File: src/rtl/utlb_frontend.sv
// Per-port micro-TLB: serves hits and kseg0/kseg1 in one cycle, walks the shared
// combinational TLB lookup on a miss, refills, and flags translation faults.
package utlb_pkg;
    typedef struct packed {
        logic        miss;
        logic        valid;
        logic        dirty;
        logic        g;
        logic [19:0] pfn;
        logic [2:0]  c;
    } tlb_result_t;
endpackage

module utlb_frontend
    import utlb_pkg::*;
#(
    parameter int ENTRIES = 4
) (
    input  logic        clk,
    input  logic        rst,
    input  logic        flush,
    input  logic        req_valid,
    output logic        req_ready,
    input  logic [31:0] req_vaddr,
    input  logic [7:0]  req_asid,
    input  logic        req_store,
    output logic        resp_valid,
    output logic [31:0] resp_paddr,
    output logic        resp_uncached,
    output logic        resp_refill,
    output logic        resp_invalid,
    output logic        resp_modified,
    output logic [31:0] tlb_vaddr,
    output logic [7:0]  tlb_asid,
    input  tlb_result_t tlb_result
);

    localparam int IW = $clog2(ENTRIES);

    typedef enum logic [1:0] {IDLE, WALK, FILL} state_t;

    state_t state, state_nxt;

    logic [ENTRIES-1:0] ent_v;
    logic [19:0]        ent_vpn  [ENTRIES];
    logic [7:0]         ent_asid [ENTRIES];
    logic               ent_g    [ENTRIES];
    logic [19:0]        ent_pfn  [ENTRIES];
    logic [2:0]         ent_c    [ENTRIES];
    logic               ent_d    [ENTRIES];
    logic [IW-1:0]      ptr;

    logic               pend_p0;
    logic [31:0]        vaddr_p0;
    logic [7:0]         asid_p0;
    logic               store_p0;
    tlb_result_t        res_p1;

    logic               hit;
    logic [IW-1:0]      hit_idx;
    logic               unmapped_p0;
    logic               pend_miss;
    logic               victim_free;
    logic [IW-1:0]      victim;
    logic               do_fill;
    logic               accept;

    function automatic logic [31:0] kseg_paddr(input logic [31:0] va);
        return {3'b000, va[28:0]};
    endfunction

    assign tlb_vaddr   = vaddr_p0;
    assign tlb_asid    = asid_p0;
    assign unmapped_p0 = (vaddr_p0[31:30] == 2'b10);
    assign pend_miss   = pend_p0 && !unmapped_p0 && !hit;
    assign accept      = req_valid && req_ready;

    always_comb begin
        hit     = 1'b0;
        hit_idx = '0;
        for (int i = 0; i < ENTRIES; i++) begin
            if (ent_v[i] && ent_vpn[i] == vaddr_p0[31:12] &&
                (ent_g[i] || ent_asid[i] == asid_p0)) begin
                hit     = 1'b1;
                hit_idx = IW'(i);
            end
        end
    end

    // Lowest-numbered free slot wins; only when all are valid does the round-robin pointer pick.
    always_comb begin
        victim_free = 1'b0;
        victim      = ptr;
        for (int i = ENTRIES - 1; i >= 0; i--) begin
            if (!ent_v[i]) begin
                victim_free = 1'b1;
                victim      = IW'(i);
            end
        end
    end

    always_comb begin
        state_nxt     = state;
        req_ready     = 1'b0;
        resp_valid    = 1'b0;
        resp_paddr    = '0;
        resp_uncached = 1'b0;
        resp_refill   = 1'b0;
        resp_invalid  = 1'b0;
        resp_modified = 1'b0;
        do_fill       = 1'b0;
        case (state)
            IDLE: begin
                req_ready = !flush && !pend_miss;
                if (pend_p0 && !flush) begin
                    if (unmapped_p0) begin
                        resp_valid    = 1'b1;
                        resp_paddr    = kseg_paddr(vaddr_p0);
                        resp_uncached = vaddr_p0[29];
                    end else if (hit) begin
                        resp_valid    = 1'b1;
                        resp_paddr    = {ent_pfn[hit_idx], vaddr_p0[11:0]};
                        resp_uncached = (ent_c[hit_idx] == 3'd2);
                        resp_modified = store_p0 && !ent_d[hit_idx];
                    end else begin
                        state_nxt = WALK;
                    end
                end
            end
            WALK: begin
                state_nxt = flush ? IDLE : FILL;
            end
            FILL: begin
                state_nxt = IDLE;
                if (!flush) begin
                    resp_valid = 1'b1;
                    if (res_p1.miss) begin
                        resp_refill = 1'b1;
                    end else begin
                        resp_paddr    = {res_p1.pfn, vaddr_p0[11:0]};
                        resp_uncached = (res_p1.c == 3'd2);
                        if (!res_p1.valid) begin
                            resp_invalid = 1'b1;
                        end else begin
                            do_fill       = 1'b1;
                            resp_modified = store_p0 && !res_p1.dirty;
                        end
                    end
                end
            end
            default: state_nxt = IDLE;
        endcase
    end

    // Stage p0: accepted request and control state
    always_ff @(posedge clk) begin
        if (rst) begin
            state    <= IDLE;
            pend_p0  <= 1'b0;
            vaddr_p0 <= '0;
            asid_p0  <= '0;
            store_p0 <= 1'b0;
            ent_v    <= '0;
            ptr      <= '0;
        end else begin
            state   <= state_nxt;
            pend_p0 <= accept;
            if (accept) begin
                vaddr_p0 <= req_vaddr;
                asid_p0  <= req_asid;
                store_p0 <= req_store;
            end
            if (flush) begin
                ent_v <= '0;
            end else if (do_fill) begin
                ent_v[victim] <= 1'b1;
                if (!victim_free) begin
                    ptr <= ptr + IW'(1);
                end
            end
        end
    end

    // Stage p1: sampled shared-TLB result and entry payload
    always_ff @(posedge clk) begin
        if (state == WALK) begin
            res_p1 <= tlb_result;
        end
        if (do_fill) begin
            ent_vpn[victim]  <= vaddr_p0[31:12];
            ent_asid[victim] <= asid_p0;
            ent_g[victim]    <= res_p1.g;
            ent_pfn[victim]  <= res_p1.pfn;
            ent_c[victim]    <= res_p1.c;
            ent_d[victim]    <= res_p1.dirty;
        end
    end

endmodule

File: config.mk
export PLATFORM = sky130hd
export DESIGN_NAME = utlb_frontend
export DESIGN_NICKNAME = d
export VERILOG_FILES = /design/src/rtl/utlb_frontend.sv
export SDC_FILE = /design/constraint.sdc
export NUM_CORES = 1
export LEC_CHECK = 0
export ABC_AREA = 1
export BUFFER_PORTS_ARGS = -buffer_cell sky130_fd_sc_hd__buf_2
export CAP_MARGIN = 20
export CORE_ASPECT_RATIO = 1.75
export CORE_MARGIN = 2
export CORE_UTILIZATION = 45
export CTS_CLUSTER_SIZE = 24
export DETAILED_ROUTE_END_ITERATION = 10
export PLACE_DENSITY = 0.76
export SLEW_MARGIN = 20
export SYNTH_ARGS = -nofsm -noshare
export SYNTH_HDL_FRONTEND = slang
export SYNTH_SLANG_ARGS = --single-unit
File: constraint.sdc
create_clock -name clk -period 7.95 [get_ports clk]
set_input_delay 1.59 -clock clk [delete_from_list [all_inputs] [get_ports clk]]
set_output_delay 1.59 -clock clk [all_outputs]
set_load 0.05 [all_outputs]
==> impl_results.html, run 1 <==
<table>
<tr><th>Metric</th><th>Value</th></tr>
<tr><th colspan="2">Floorplan</th></tr>
<tr><td>Die Footprint</td><td>0.03237 mm^2</td></tr>
<tr><td>Starting density of the core</td><td>45.39%</td></tr>
<tr><td>Overall die height</td><td>236.5 um</td></tr>
<tr><td>Area of the core</td><td>0.03063 mm^2</td></tr>
<tr><td>Count of pins on the block boundary</td><td>150</td></tr>
<tr><td>Row Count</td><td>85</td></tr>
<tr><td>Die span in x</td><td>136.9 um</td></tr>
<tr><th colspan="2">STA</th></tr>
<tr><td>Final total negative setup slack</td><td>0 ns</td></tr>
<tr><td>Fmax</td><td>0.1608 GHz</td></tr>
<tr><td>Number of slew-limit violations in the final report</td><td>0</td></tr>
<tr><td>Minimum clock period after layout</td><td>6.219 ns</td></tr>
<tr><td>Setup repair after global routing missed its margin</td><td>false</td></tr>
<tr><td>Final-report hold violation count</td><td>0</td></tr>
<tr><td>Least setup slack across all paths after layout</td><td>1.731 ns</td></tr>
<tr><td>Share of the clock period used by the worst path after layout</td><td>78.23%</td></tr>
<tr><td>Pin slew with the least headroom to its limit</td><td>1.052 ns</td></tr>
<tr><td>Final count of negative-setup-slack endpoints</td><td>0</td></tr>
<tr><td>Worst setup skew after layout</td><td>0.03148 ns</td></tr>
<tr><td>Worst relative slew slack</td><td>29.68%</td></tr>
<tr><th colspan="2">Global routing</th></tr>
<tr><td>Pin count of the biggest net entering global routing</td><td>44</td></tr>
<tr><td>Aggregate global routing overflow</td><td>0</td></tr>
<tr><td>Met2 track demand over resource in global routing</td><td>44.73%</td></tr>
<tr><td>Global-route usage over all layers</td><td>25.04%</td></tr>
<tr><td>Global Route met1 Usage</td><td>28.95%</td></tr>
<tr><td>Most utilized layer in the global route result</td><td>met2</td></tr>
<tr><td>Antenna violations before repair</td><td>0</td></tr>
<tr><td>Number of global-route vias before repair</td><td>10950</td></tr>
<tr><td>Global-route wire length before repair</td><td>61250 um</td></tr>
<tr><td>Met3 demand-to-capacity share in global routing</td><td>3.061%</td></tr>
<tr><th colspan="2">Yosys</th></tr>
<tr><td>Synthesized flop and latch total</td><td>289</td></tr>
<tr><td>Post-synth net total</td><td>1692</td></tr>
<tr><td>Share of flip-flops with an asynchronous set or reset</td><td>0%</td></tr>
<tr><td>Prevailing post-synth register cell</td><td>sky130_fd_sc_hd__edfxtp_1</td></tr>
<tr><td>Cell types occupying the most area after synthesis</td><td>sky130_fd_sc_hd__edfxtp_1 52%, sky130_fd_sc_hd__nand2_1 14%, sky130_fd_sc_hd__dfxtp_1 7.2%</td></tr>
<tr><td>Area of the mapped netlist</td><td>0.01390 mm^2</td></tr>
<tr><td>Synth top area share</td><td>51.62%</td></tr>
<tr><td>Warnings, synthesis</td><td>0</td></tr>
<tr><td>Post-synth EDFFs</td><td>239</td></tr>
<tr><td>Unique cell type count in the Yosys netlist</td><td>39</td></tr>
<tr><td>Post-synthesis area per instance</td><td>8.582 um^2</td></tr>
<tr><td>Synth area leader</td><td>sky130_fd_sc_hd__edfxtp_1</td></tr>
<tr><td>Sequential share of the synthesized area</td><td>58.82%</td></tr>
<tr><td>Count of mapped cells out of synthesis</td><td>1620</td></tr>
<tr><th colspan="2">Setup path</th></tr>
<tr><td>Category of the critical setup timing path</td><td>flip-flop to output port</td></tr>
<tr><td>Launching element type of the critical path</td><td>flip-flop</td></tr>
<tr><td>Required @ worst endpoint</td><td>6.36 ns</td></tr>
<tr><td>Critical Path AT</td><td>4.63 ns</td></tr>
<tr><td>Start of the worst register-to-register path</td><td>tlb_vaddr[20]</td></tr>
<tr><td>Critical path's slowest cell</td><td>sky130_fd_sc_hd__nand2_2</td></tr>
<tr><td>Largest driver fanout on the critical path</td><td>31</td></tr>
<tr><td>Cell Chain, Critical Path</td><td>inv_1 -&gt; nand2_1 -&gt; nand2_1 -&gt; inv_1 -&gt; nand2_1 -&gt; nor2_1 -&gt; nand2_1 -&gt; nor2_2 -&gt; nand3_2 -&gt; nand2_2 -&gt; nor2_4 -&gt; nor3_2 -&gt; nand2_1 -&gt; nand2_1 -&gt; buf_2</td></tr>
<tr><td>Critical path launch point</td><td>tlb_vaddr[20]</td></tr>
<tr><td>Critical path capture point type</td><td>output port</td></tr>
<tr><td>Worst path max stage delay</td><td>0.78 ns</td></tr>
<tr><td>Most numerous cell on the critical path</td><td>sky130_fd_sc_hd__nand2_1</td></tr>
<tr><th colspan="2">CTS</th></tr>
<tr><td>Reg clk slew, reported paths</td><td>0.07 ns</td></tr>
<tr><td>Number of buffers added to fix hold violations after cts</td><td>0</td></tr>
<tr><td>Number of buffers created by CTS</td><td>26</td></tr>
<tr><td>Count of buffers added by post-CTS timing repair for setup</td><td>0</td></tr>
<tr><td>H-tree depth</td><td>1</td></tr>
<tr><td>Post-CTS Resized</td><td>0</td></tr>
<tr><td>CTS Root Buffer Type</td><td>sky130_fd_sc_hd__clkbuf_16</td></tr>
<tr><td>Worst-Skew Late Latency</td><td>0.57 ns</td></tr>
<tr><td>CTS tree</td><td>yes</td></tr>
<tr><td>Clock Path Buffers</td><td>3</td></tr>
<tr><td>Number of sinks handled by clock tree synthesis</td><td>289</td></tr>
<tr><th colspan="2">Placed design</th></tr>
<tr><td>Final HPWL DP</td><td>28700 um</td></tr>
<tr><td>Worst slack at placement</td><td>2.280 ns</td></tr>
<tr><td>Final RePlAce weighted congestion</td><td>0.9989</td></tr>
<tr><td>PortBufs</td><td>149</td></tr>
<tr><td>Area after detailed placement</td><td>0.01511 mm^2</td></tr>
<tr><th colspan="2">Layout</th></tr>
<tr><td>Share of layout cells above drive strength 1</td><td>13.83%</td></tr>
<tr><td>Diode count</td><td>0</td></tr>
<tr><td>Fill cells</td><td>2759</td></tr>
<tr><td>Total number of nets in the final design</td><td>1839</td></tr>
<tr><td>Finished layout cell area</td><td>0.01603 mm^2</td></tr>
<tr><td>Area growth from synthesis to final layout</td><td>15.29%</td></tr>
<tr><th colspan="2">Routing</th></tr>
<tr><td>Antenna viol nets, final</td><td>0</td></tr>
<tr><td>Final routed wire length divided by cell count</td><td>18.50 um</td></tr>
<tr><td>1st-pass router iterations</td><td>8</td></tr>
<tr><td>Remaining design rule violation count</td><td>0</td></tr>
<tr><td>Number of vias per cell after detailed routing</td><td>5.189</td></tr>
<tr><td>Wirelength, routed</td><td>40280 um</td></tr>
<tr><td>Drt first-iter violations</td><td>1157</td></tr>
<tr><td>Vias</td><td>11300</td></tr>
<tr><th colspan="2">Min path</th></tr>
<tr><td>Worst Hold Class</td><td>flip-flop to flip-flop</td></tr>
<tr><td>Startpoint of the most critical hold path</td><td>ptr[1]</td></tr>
<tr><th colspan="2">Flow run</th></tr>
<tr><td>Max-Cap Viols</td><td>0</td></tr>
<tr><th colspan="2">Status</th></tr>
<tr><td>Outcome</td><td>completed</td></tr>
<tr><th colspan="2">Pwr</th></tr>
<tr><td>Total leakage power</td><td>7.407 nW</td></tr>
<tr><td>Peak supply drop</td><td>174.7 uV</td></tr>
<tr><td>Pwr dens</td><td>206.0 mW/mm^2</td></tr>
</table>
[state kept, by name, summed over array words and instances (netlist names)]
| register | flops |
|---|---|
| ent_pfn | 80 |
| ptr | 2 |
| ent_v | 4 |
| state | 2 |
| ent_g | 4 |
| store_p0 | 1 |
| ent_c | 12 |
| tlb_vaddr | 32 |
| tlb_asid | 8 |
| ent_asid | 32 |
| ent_vpn | 80 |
| ent_d | 4 |
| res_p1 | 27 |
| pend_p0 | 1 |
[logic make-up (layout without fill, tap and decap cells)]
kind of cell,Yosys count,in the layout,share of synthesized area (%)
compound gates,90,90,3.654
xor+xnor,37,37,2.331
buf+inv,327,493,9.215
flops,289,289,58.82
simple gates,877,877,25.98
[final cells by class]
cell class,instances,area (um^2),share of cell area (%)
Tap cell,391,489.2,3.052
Clock buffer,34,753.2,4.699
Inverter,276,1036,6.463
Multi-Input combinational cell,1004,4492,28.02
Sequential cell,289,8178,51.02
Clock inverter,13,157.7,0.9835
Timing Repair Buffer,170,923.4,5.761
[final timing paths]
path | cells after the start | slack, ns | end
max | 15 | 1.73 | resp_paddr[21]
min | 2 | 0.47 | ptr[1]
max reg2reg | 17 | 3.24 | tlb_vaddr[25]
min reg2reg | 2 | 0.47 | ptr[1]
[power breakdown]
group | total, mW | switching [mW] | internal, mW | leakage (nW)
registers | 1.68 | 0.0280 | 1.65 | 2.58
clock network | 1.34 | 0.574 | 0.768 | 0.441
logic | 0.285 | 0.205 | 0.0796 | 4.39
total | 3.30 | 0.807 | 2.50 | 7.41
[through the flow]
stage / power, mW / std cells / hold WS, ns / util [%]
3_5_place_dp: 1.992 / 2130 / 0.4589 / 49.35
2_1_floorplan: 1.889 / 1620 / 0.4360 / -
4_1_cts: 3.310 / 2177 / 0.4686 / 52.32
6_report: 3.303 / 2177 / 0.4697 / 52.33
3_3_place_gp: 1.988 / 2129 / 0.4524 / 49.26
5_1_grt: 3.397 / 2177 / 0.4928 / 52.33
[per-layer routing]
metal	wire [um]	up-vias
met3	2595	116
met4	2222	0
li1	-	5399
met2	21300	500
met1	14170	5281
met5	0	-
[cells in the final DEF, fill, tap and decap left out, drive strengths merged, types with 17 or more instances in the layout]
cell type	count
nor2	220
nand2	536
nand3	34
nand4	54
buf	170
o21ai	51
dfxtp	50
a21oi	17
nor3	18
inv	275
edfxtp	239
xnor2	31
clkbuf	34
[synthesized netlist by cell type, types with 3 or more instances]
library cell               number
sky130_fd_sc_hd__nand4_1       54
sky130_fd_sc_hd__buf_4          4
sky130_fd_sc_hd__inv_2         12
sky130_fd_sc_hd__o22ai_1        8
sky130_fd_sc_hd__a32oi_1       10
sky130_fd_sc_hd__nand2_1      533
sky130_fd_sc_hd__xnor2_1       31
sky130_fd_sc_hd__a21oi_1       17
sky130_fd_sc_hd__o21ai_1       11
sky130_fd_sc_hd__clkbuf_1      16
sky130_fd_sc_hd__nand3_2        3
sky130_fd_sc_hd__nor2_1       217
sky130_fd_sc_hd__edfxtp_1     239
sky130_fd_sc_hd__nor3_1        16
sky130_fd_sc_hd__buf_2         25
sky130_fd_sc_hd__nand3_1       30
sky130_fd_sc_hd__dfxtp_1       50
sky130_fd_sc_hd__nor3b_1        4
sky130_fd_sc_hd__inv_1        263
sky130_fd_sc_hd__buf_1          5
sky130_fd_sc_hd__xor2_1         6
sky130_fd_sc_hd__o21ai_0       40
sky130_fd_sc_hd__nor4_1         4
[worst max-delay path: cells and delay by family, from the launching register on]
family | cells | cell delay, ns
simple gates | 12 | 2.91
flops | 1 | 0.63
buf+inv | 3 | 0.50
No activity file was read; power rests on OpenSTA's default activity.
==> inputs of run 2 (changes only) <==
Settings changed: PLACE_DENSITY 0.76 to 0.78.
Clock period 7.95 ns to 5.6 ns, I/O delays scaled along.
==> impl_results.html, run 2 (synthesized netlist as in run 1, its figures left out) <==
<table>
<tr><th>Metric</th><th>Value</th></tr>
<tr><th colspan="2">Status</th></tr>
<tr><td>Outcome</td><td>completed</td></tr>
<tr><th colspan="2">STA</th></tr>
<tr><td>Final-report hold violation count</td><td>0 (unchanged)</td></tr>
<tr><td>Pin slew with the least headroom to its limit</td><td>0.8542 ns (-0.1980 ns)</td></tr>
<tr><td>Fmax</td><td>0.2015 GHz</td></tr>
<tr><td>Minimum clock period after layout</td><td>4.962 ns</td></tr>
<tr><td>Share of the clock period used by the worst path after layout</td><td>88.60%</td></tr>
<tr><td>Worst setup skew after layout</td><td>0.02494 ns (-0.006541 ns)</td></tr>
<tr><td>Final total negative setup slack</td><td>0 ns (unchanged)</td></tr>
<tr><td>Least setup slack across all paths after layout</td><td>0.6384 ns (-1.092 ns)</td></tr>
<tr><td>Worst relative slew slack</td><td>42.99% (+13 points)</td></tr>
<tr><td>Final count of negative-setup-slack endpoints</td><td>0 (unchanged)</td></tr>
<tr><td>Number of slew-limit violations in the final report</td><td>0 (unchanged)</td></tr>
<tr><td>Setup repair after global routing missed its margin</td><td>false</td></tr>
<tr><th colspan="2">Setup path</th></tr>
<tr><td>Critical path's slowest cell</td><td>sky130_fd_sc_hd__dfxtp_1</td></tr>
<tr><td>Cell Chain, Critical Path</td><td>inv_2 -&gt; nand2_1 -&gt; nand2_1 -&gt; inv_1 -&gt; nand2_1 -&gt; nor2_1 -&gt; nand2_1 -&gt; nor2_2 -&gt; nand3_2 -&gt; nand2_2 -&gt; nor2_4 -&gt; nand2_1 -&gt; a21oi_1 -&gt; buf_4 -&gt; nor3_1 -&gt; buf_2</td></tr>
<tr><td>Largest driver fanout on the critical path</td><td>29 (-6.5%)</td></tr>
<tr><td>Cells on worst reg2reg path</td><td>17 (unchanged)</td></tr>
<tr><td>Kind of cell with the highest combined delay on the critical path</td><td>simple AND/OR/NAND/NOR gates</td></tr>
<tr><td>Cell count along the critical path</td><td>16 (+1)</td></tr>
<tr><td>Critical Path AT</td><td>3.84 ns (-0.79 ns)</td></tr>
<tr><td>Category of the critical setup timing path</td><td>flip-flop to output port</td></tr>
<tr><td>Total buffers and inverters traversed by the critical path</td><td>4 (+1)</td></tr>
<tr><td>Critical path capture point type</td><td>output port</td></tr>
<tr><td>Required @ worst endpoint</td><td>4.48 ns (-1.88 ns)</td></tr>
<tr><td>Worst path max stage delay</td><td>0.76 ns (-0.02 ns)</td></tr>
<tr><td>Launching element type of the critical path</td><td>flip-flop</td></tr>
<tr><td>Most numerous cell on the critical path</td><td>sky130_fd_sc_hd__nand2_1</td></tr>
<tr><th colspan="2">Routing</th></tr>
<tr><td>Final routed wire length divided by cell count</td><td>19.58 um (+5.8%)</td></tr>
<tr><td>Vias</td><td>11330 (+0.31%)</td></tr>
<tr><td>Antenna viol nets, final</td><td>0 (unchanged)</td></tr>
<tr><td>Wirelength, routed</td><td>42700 um (+6.0%)</td></tr>
<tr><td>Drt first-iter violations</td><td>1127 (-2.6%)</td></tr>
<tr><td>1st-pass router iterations</td><td>6 (-2)</td></tr>
<tr><td>Remaining design rule violation count</td><td>0 (unchanged)</td></tr>
<tr><td>Number of vias per cell after detailed routing</td><td>5.195 (+0.13%)</td></tr>
<tr><th colspan="2">Min path</th></tr>
<tr><td>Hold Crit Depth</td><td>2 (unchanged)</td></tr>
<tr><td>Worst Hold Class</td><td>flip-flop to flip-flop</td></tr>
<tr><th colspan="2">Layout</th></tr>
<tr><td>Diode count</td><td>0 (unchanged)</td></tr>
<tr><td>Registers with the most flip-flops</td><td>ent_pfn (80), ent_vpn (80)</td></tr>
<tr><td>Most frequent cells in the layout</td><td>533 x sky130_fd_sc_hd__nand2_1, 263 x sky130_fd_sc_hd__inv_1, 239 x sky130_fd_sc_hd__edfxtp_1, 212 x sky130_fd_sc_hd__nor2_1, 149 x sky130_fd_sc_hd__buf_2</td></tr>
<tr><td>Most common library cell in the layout ignoring fill and taps</td><td>sky130_fd_sc_hd__nand2_1</td></tr>
<tr><td>Total number of nets in the final design</td><td>1842 (+0.16%)</td></tr>
<tr><td>Final core area utilization</td><td>52.25% (-0.086 points)</td></tr>
<tr><td>Share of layout cells above drive strength 1</td><td>13.74% (-0.087 points)</td></tr>
<tr><td>Area growth from synthesis to final layout</td><td>15.10%</td></tr>
<tr><th colspan="2">CTS</th></tr>
<tr><td>Number of buffers created by CTS</td><td>26 (unchanged)</td></tr>
<tr><td>Number of buffers added to fix hold violations after cts</td><td>0 (unchanged)</td></tr>
<tr><td>Post-CTS Resized</td><td>0 (unchanged)</td></tr>
<tr><td>Reg clk slew, reported paths</td><td>0.08 ns (about the same)</td></tr>
<tr><td>Number of sinks handled by clock tree synthesis</td><td>289 (unchanged)</td></tr>
<tr><td>CTS tree</td><td>yes</td></tr>
<tr><td>Clock Path Buffers</td><td>3 (unchanged)</td></tr>
<tr><td>H-tree depth</td><td>1 (unchanged)</td></tr>
<tr><td>Worst-Skew Late Latency</td><td>0.57 ns (about the same)</td></tr>
<tr><td>Count of buffers added by post-CTS timing repair for setup</td><td>0 (unchanged)</td></tr>
<tr><td>CTS Root Buffer Type</td><td>sky130_fd_sc_hd__clkbuf_16</td></tr>
<tr><th colspan="2">Pwr</th></tr>
<tr><td>Pwr dens</td><td>292.4 mW/mm^2 (+42%)</td></tr>
<tr><td>Peak supply drop</td><td>280.9 uV (+61%)</td></tr>
<tr><td>Total leakage power</td><td>7.394 nW (-0.18%)</td></tr>
<tr><th colspan="2">Global routing</th></tr>
<tr><td>Global-route usage over all layers</td><td>26.58% (+1.5 points)</td></tr>
<tr><td>Global-route wire length before repair</td><td>64030 um (+4.5%)</td></tr>
<tr><td>Number of global-route vias before repair</td><td>11170 (+2.0%)</td></tr>
<tr><td>Antenna violations before repair</td><td>0 (unchanged)</td></tr>
<tr><td>Aggregate global routing overflow</td><td>0 (unchanged)</td></tr>
<tr><td>Pin count of the biggest net entering global routing</td><td>47 (+6.8%)</td></tr>
<tr><th colspan="2">Floorplan</th></tr>
<tr><td>Die Footprint</td><td>0.03237 mm^2 (unchanged)</td></tr>
<tr><td>Area of the core</td><td>0.03063 mm^2 (unchanged)</td></tr>
<tr><td>Die span in x</td><td>136.9 um (unchanged)</td></tr>
<tr><td>Starting density of the core</td><td>45.39% (unchanged)</td></tr>
<tr><td>Overall die height</td><td>236.5 um (unchanged)</td></tr>
<tr><td>Count of pins on the block boundary</td><td>150 (unchanged)</td></tr>
<tr><td>Row Count</td><td>85 (unchanged)</td></tr>
<tr><th colspan="2">Placed design</th></tr>
<tr><td>Final HPWL DP</td><td>30670 um (+6.9%)</td></tr>
<tr><td>PortBufs</td><td>149 (unchanged)</td></tr>
<tr><td>Worst slack at placement</td><td>1.222 ns (-1.058 ns)</td></tr>
<tr><td>Final RePlAce weighted congestion</td><td>1.048 (+4.9%)</td></tr>
<tr><th colspan="2">Flow run</th></tr>
<tr><td>Max-Cap Viols</td><td>0 (unchanged)</td></tr>
</table>
==> run 2: cell types whose count changed in the layout (fill, tap and decap cells not counted), sizes merged <==
cell      delta
buf          +3
inv          +2
clkbuf       -3
clkinvlp     -1
bufinv       +1
clkinv       +2
==> run 2: area by class of cell <==
type | instances | area [um^2]
fill | 2835 | 14630
clock inverter | 17 | 216.5
timing repair buffer | 173 | 925.9
inverter | 276 | 1036
tap | 391 | 489.2
sequential | 289 | 8178
clock buffer | 31 | 669.4
multi-input combinational | 1004 | 4488
==> run 2: path summary, 6_finish.rpt <==
check	slack, ns	end	from
max reg2reg	1.79	tlb_vaddr[16]	tlb_vaddr[27]
max	0.64	resp_paddr[2]	tlb_vaddr[27]
min reg2reg	0.47	ptr[1]	ptr[1]
min	0.47	ptr[1]	ptr[1]
==> run 2: layer usage <==
| layer | up-vias | wire (um) | GRT usage (%) |
|---|---|---|---|
| met5 | - | 0 | 0 |
| met4 | 0 | 2105 | 12.68 |
| met3 | 102 | 2458 | 2.826 |
| met2 | 466 | 23150 | 49.53 |
| met1 | 5343 | 14980 | 29.52 |
| li1 | 5420 | - | - |
==> run 2: worst reg2reg max path, cell delays in order (launching register included) <==
cell and delay [ns]:
sky130_fd_sc_hd__dfxtp_1 0.76, sky130_fd_sc_hd__inv_2 0.20, sky130_fd_sc_hd__nand2_1 0.21, sky130_fd_sc_hd__nand2_1 0.11, sky130_fd_sc_hd__inv_1 0.06, sky130_fd_sc_hd__nand2_1 0.04, sky130_fd_sc_hd__nor2_1 0.10, sky130_fd_sc_hd__nand2_1 0.07
sky130_fd_sc_hd__nor2_2 0.11, sky130_fd_sc_hd__nand3_2 0.11, sky130_fd_sc_hd__nand2_2 0.48, sky130_fd_sc_hd__nor2_4 0.14, sky130_fd_sc_hd__nand3_4 0.24, sky130_fd_sc_hd__nand3_2 0.41, sky130_fd_sc_hd__buf_4 0.43, sky130_fd_sc_hd__nand2_1 0.12
sky130_fd_sc_hd__inv_1 0.04, sky130_fd_sc_hd__nor2_1 0.10
==> run 2: per-stage QoR <==
| stage | total power, mW | hold slack [ns] | instances | area [um^2] |
|---|---|---|---|---|
| after floorplan | 2.681 | 0.4360 | 1620 | 13900 |
| after global routing | 4.807 | 0.5030 | 2181 | 16000 |
| after detailed placement | 2.832 | 0.4581 | 2133 | 15120 |
| final | 4.679 | 0.4689 | 2181 | 16000 |
| after CTS | 4.695 | 0.4697 | 2181 | 16000 |
| after global placement | 2.827 | 0.4527 | 2133 | 15120 |
==> run 2: power by group <==
part           internal [mW]  switching, mW  leakage [nW]
combinational          0.110          0.286          4.39
clock                   1.05          0.840         0.424
sequential              2.34         0.0508          2.58
